`config.mk`:
```
export PLATFORM = sky130hd
export DESIGN_NAME = reg_scoreboard
export DESIGN_NICKNAME = d
export VERILOG_FILES = /design/src/rtl/reg_scoreboard.sv
export SDC_FILE = /design/constraint.sdc
export NUM_CORES = 1
export LEC_CHECK = 0
export ABC_CLOCK_PERIOD_IN_PS = 7250
export CAP_MARGIN = 10
export CORE_ASPECT_RATIO = 0.7
export CORE_MARGIN = 1.5
export CORE_UTILIZATION = 53
export CTS_CLUSTER_SIZE = 14
export DETAILED_ROUTE_END_ITERATION = 10
export MAX_ROUTING_LAYER = met4
export PLACE_DENSITY = 0.75
export RECOVER_POWER = 50
export REMOVE_ABC_BUFFERS = 1
export SKIP_CTS_REPAIR_TIMING = 1
export SLEW_MARGIN = 20
export SYNTH_ARGS = -nofsm -noshare
export SYNTH_HDL_FRONTEND = slang
export SYNTH_SLANG_ARGS = --single-unit
export TNS_END_PERCENT = 30
```
`constraint.sdc`:
```
create_clock -name clk -period 7.25 [get_ports clk]
set_input_delay 1.45 -clock clk [delete_from_list [all_inputs] [get_ports clk]]
set_output_delay 1.45 -clock clk [all_outputs]
set_load 0.005 [all_outputs]
```
`src/rtl/reg_scoreboard.sv`:
```
// Register scoreboard: per-register pending-write counters that detect
// read-after-write hazards at decode and retire on writeback.
module reg_scoreboard #(
  parameter int NREGS   = 32,
  parameter int CNTBITS = 2
) (
  input  logic             clk,
  input  logic             reset,
  input  logic             de_valid,
  input  logic [4:0]       de_rs1,
  input  logic [4:0]       de_rs2,
  input  logic             de_rs1_used,
  input  logic             de_rs2_used,
  input  logic [4:0]       de_rd,
  input  logic             de_wr_reg,
  input  logic             flush,
  input  logic             wb_valid,
  input  logic [4:0]       wb_rd,
  output logic             stall,
  output logic             stall_raw,
  output logic             stall_full,
  output logic             alloc,
  output logic [NREGS-1:0] busy_vec,
  output logic [6:0]       inflight,
  output logic             err_underflow
);

  logic [CNTBITS-1:0] cnt [NREGS];
  logic [NREGS-1:0]   rel;
  logic [CNTBITS-1:0] eff_rs1, eff_rs2, eff_rd;
  logic               underflow_hit;

  // NOTE: every signal written here gets a default first so no latch is inferred.
  always_comb begin
    rel      = '0;
    busy_vec = '0;
    for (int r = 1; r < NREGS; r++) begin
      rel[r]      = wb_valid && (wb_rd == 5'(r)) && (cnt[r] != '0);
      busy_vec[r] = (cnt[r] != '0);
    end
  end

  // A same-cycle writeback is subtracted before the hazard checks, so the
  // retiring write no longer blocks its reader.
  always_comb begin
    eff_rs1       = cnt[de_rs1] - CNTBITS'(rel[de_rs1]);
    eff_rs2       = cnt[de_rs2] - CNTBITS'(rel[de_rs2]);
    eff_rd        = cnt[de_rd]  - CNTBITS'(rel[de_rd]);
    underflow_hit = wb_valid && (wb_rd != 5'd0) && (cnt[wb_rd] == '0);

    stall_raw  = de_valid &&
                 ((de_rs1_used && (de_rs1 != 5'd0) && (eff_rs1 != '0)) ||
                  (de_rs2_used && (de_rs2 != 5'd0) && (eff_rs2 != '0)));
    stall_full = de_valid && de_wr_reg && (de_rd != 5'd0) && (eff_rd == {CNTBITS{1'b1}});
    stall      = stall_raw || stall_full;
    alloc      = de_valid && de_wr_reg && (de_rd != 5'd0) && !stall && !flush;
  end

  // NOTE: state updates use non-blocking assignments; the counter array is
  // reset explicitly because its zero state is architecturally meaningful.
  always_ff @(posedge clk) begin
    if (reset) begin
      for (int r = 0; r < NREGS; r++) cnt[r] <= '0;
      inflight      <= '0;
      err_underflow <= 1'b0;
    end else begin
      cnt[0] <= '0;
      for (int r = 1; r < NREGS; r++)
        cnt[r] <= cnt[r] + CNTBITS'(alloc && (de_rd == 5'(r))) - CNTBITS'(rel[r]);
      inflight <= inflight + 7'(alloc) - 7'(|rel);
      if (underflow_hit) err_underflow <= 1'b1;
    end
  end

endmodule

```
==> flow_summary.yaml <==
placement:
  port_buffers: 70
  place.gp.congestion: 1.06
  dpl.cell_count: 1163
  place_area_sq_mm: 0.00868
  detailedPlacementHpwl_um: 22900
  post-place-ws_ps: 191
detailed_routing:
  antenna_left: 0
  wirelength_um: 29900
  post_drt_wl_per_cell_um: 25.4
  drtIter0Drc: 1146
  firstDrtPassIters: 6
  viasPerCell: 6.67
  vias: 7871
  drc_errors: 0
global_routing:
  grt_pass1_vias: 7175
  antenna_found_initial: 1
  grt_pass1_wl_um: 44300
  grt_max_degree: 71
  overflow: 0
  grtUsageTotal: 0.412
synth:
  synthFlopType: "dfxtp_1"
  async_reset_ff_frac: 0
  ys_ff_latch: 70
  yosys_warnings: 0
  synth_area_per_cell_sq_um: 8.36
  synth_area_sq_mm: 0.00763
  syn_inst: 913
  synth_edf_count: 0
  seq_area_frac_synth: 0.184
  yosys.cell_types.count: 84
flow_run:
  maxCapViolCount: 1
pwr:
  switchingPower_uw: 365
  power_density_mw_per_mm2: 122
  clkPwrFrac: 0.407
  p_comb_frac: 0.229
  ir_drop_uv: 112
  power_switching_share: 0.333
  p_int_uw: 731
  leakage_nw: 4.14
  p_seq_frac: 0.364
  power_mw: 1.10
worst_setup_path:
  worstSetupStartpointType: "input pin"
  reg2reg_from: "cnt[13][0]"
  cp.required_ps: 5800
  worst-r2r-cell-count: 17
  end_kind: "primary output"
  path_class: "input pin to primary output"
  worstPathMaxFanout: 11
  cp-startpoint: "wb_rd[0]"
  cp.arrival_ps: 5580
clock_network:
  insertion_delay_ps: 370
  cts_root_buf: "clkbuf_16"
  cts_tree: "done"
  cts.path.max_buffers: 2
  htreeDepth: 3
  clock-sinks: 70
  numCtsBuffers: 9
  clk_pin_slew_ps: 60
floorplanning:
  die_area_sq_mm: 0.0151
  coreArea_sq_mm: 0.0140
  die_x_um: 146
  initial_core_util: 0.546
  rows: 36
  io_pins: 72
  die_h_um: 103
layout:
  fillers: 1234
  drive_gt1_frac: 0.151
  utilization: 0.642
  multi_input_area_sq_mm: 0.00556
  layout-area-overhead-vs-synth_pct: 17.4
  seqCellArea_sq_mm: 0.00140
  nets: 1083
  design_area_sq_mm: 0.00896
  final_cells: 1180
timing:
  rsz0062_at_grt: "false"
  setup_tns_ps: 0
  hold_violations: 0
  max_clock_freq_mhz: 142
  whs_ps: 476
  fin_skew_ps: 17.7
  post-route-period-util: 0.970
  setup_violations: 0
  fin_crit_ps: 7030
  slew_violations: 17
  slew_headroom: -0.161
  worst_slack_ps: 220
  worst_slew_pin_slew_ps: 1730
status:
  violations: "capacitance limit, slew limit"
  status: "finished, violations left"
worst_hold_path:
  min_from: "err_underflow"
  holdPathStages: 1
  hold_path_class: "flip-flop to flip-flop"
[area by class of cell]
type,count,area share
clock inverters,7,0.00642
repair buffers,119,0.122
well taps,190,0.0265
inverters,104,0.0436
clock buffers,9,0.0251
multi-input cells,680,0.620
flip-flops and latches,70,0.156
diodes,1,0.000279
[cells by family (layout without fill, tap and decap cells)]
family / after synthesis / in the layout / share of synthesized area
xor gates and xnor gates: 67 / 67 / 0.0769
DFF: 70 / 70 / 0.184
and+or+nand+nor: 340 / 340 / 0.238
buffers and inverters: 163 / 239 / 0.0879
adders and majority gates: 71 / 71 / 0.117
muxes: 68 / 68 / 0.163
AOI/OAI and AO/OA: 133 / 133 / 0.133
other: 1 / 2 / 0.000492
[flip-flops by register name (all words and copies together) (netlist names)]
name / count
cnt: 62
err_underflow: 1
inflight: 7
[cell usage in the layout, fill, tap and decap left out, types with 4 or more instances in the layout]
cell type | netlist | layout
dlygate4sd3_1 | 0 | 39
o21ai_0 | 11 | 11
xnor2_1 | 34 | 34
o22ai_1 | 9 | 9
xor2_1 | 33 | 33
nor3_1 | 53 | 53
nand3_1 | 16 | 16
mux2_2 | 10 | 10
clkbuf_1 | 32 | 4
or4_1 | 4 | 4
clkbuf_16 | 0 | 9
a21oi_1 | 14 | 14
nor2b_1 | 43 | 42
o211ai_1 | 12 | 14
a31oi_1 | 5 | 5
o31ai_1 | 7 | 7
nor2_1 | 102 | 102
or3_1 | 5 | 5
ha_1 | 70 | 70
nand4_1 | 8 | 8
nand2_1 | 37 | 37
inv_1 | 103 | 103
nand2b_1 | 11 | 11
dfxtp_1 | 70 | 70
a2111oi_0 | 4 | 4
a21o_1 | 6 | 6
mux4_2 | 44 | 44
a211oi_1 | 8 | 8
clkdlybuf4s50_1 | 0 | 26
buf_4 | 5 | 42
or2_2 | 15 | 15
o2111ai_1 | 12 | 12
mux2i_1 | 14 | 14
nor4_1 | 11 | 11
and3_1 | 4 | 4
[power by group through the flow]
stage	registers (mW)	logic [mW]	clock network [mW]
global route	0.400	0.266	0.464
global placement	0.408	0.241	0
floorplan	0.407	0.110	0
CTS	0.400	0.246	0.450
finish	0.399	0.251	0.446
detailed placement	0.409	0.243	0
[synthesized netlist by cell type, types with 14 or more instances]
cell / n / area [sq um]
inv_1: 103 / 387
nor2_1: 102 / 383
dfxtp_1: 70 / 1400
ha_1: 70 / 876
nor3_1: 53 / 265
mux4_2: 44 / 991
nor2b_1: 43 / 269
nand2_1: 37 / 139
xnor2_1: 34 / 298
xor2_1: 33 / 289
clkbuf_1: 32 / 120
nand3_1: 16 / 80.1
or2_2: 15 / 93.8
a21oi_1: 14 / 70.1
buf_2: 14 / 70.1
mux2i_1: 14 / 140
[per-layer routing]
layer | wire length [um] | track usage
met1 | 12400 | 0.551
met5 | 0 | -
met2 | 11400 | 0.552
met3 | 5170 | 0.175
met4 | 979 | 0.142
[worst max-delay path, stage by stage]
cell	delay (ps)
dlygate4sd3_1	730
clkbuf_1	220
nor2b_4	270
o21ai_1	190
nor2_1	260
a211oi_1	120
o21ai_0	200
a21oi_1	100
o41ai_1	540
ha_1	280
o31ai_1	100
nand3b_2	110
inv_1	70
nor4b_2	350
clkdlybuf4s50_1	580
[final timing paths]
kind / slack (ps) / end
worst max-delay path: 220 / alloc
worst min-delay path: 480 / err_underflow
worst max register to register: 2260 / cnt[17][1]
worst min register to register: 480 / err_underflow
No activity file was read; power rests on OpenSTA's default activity.
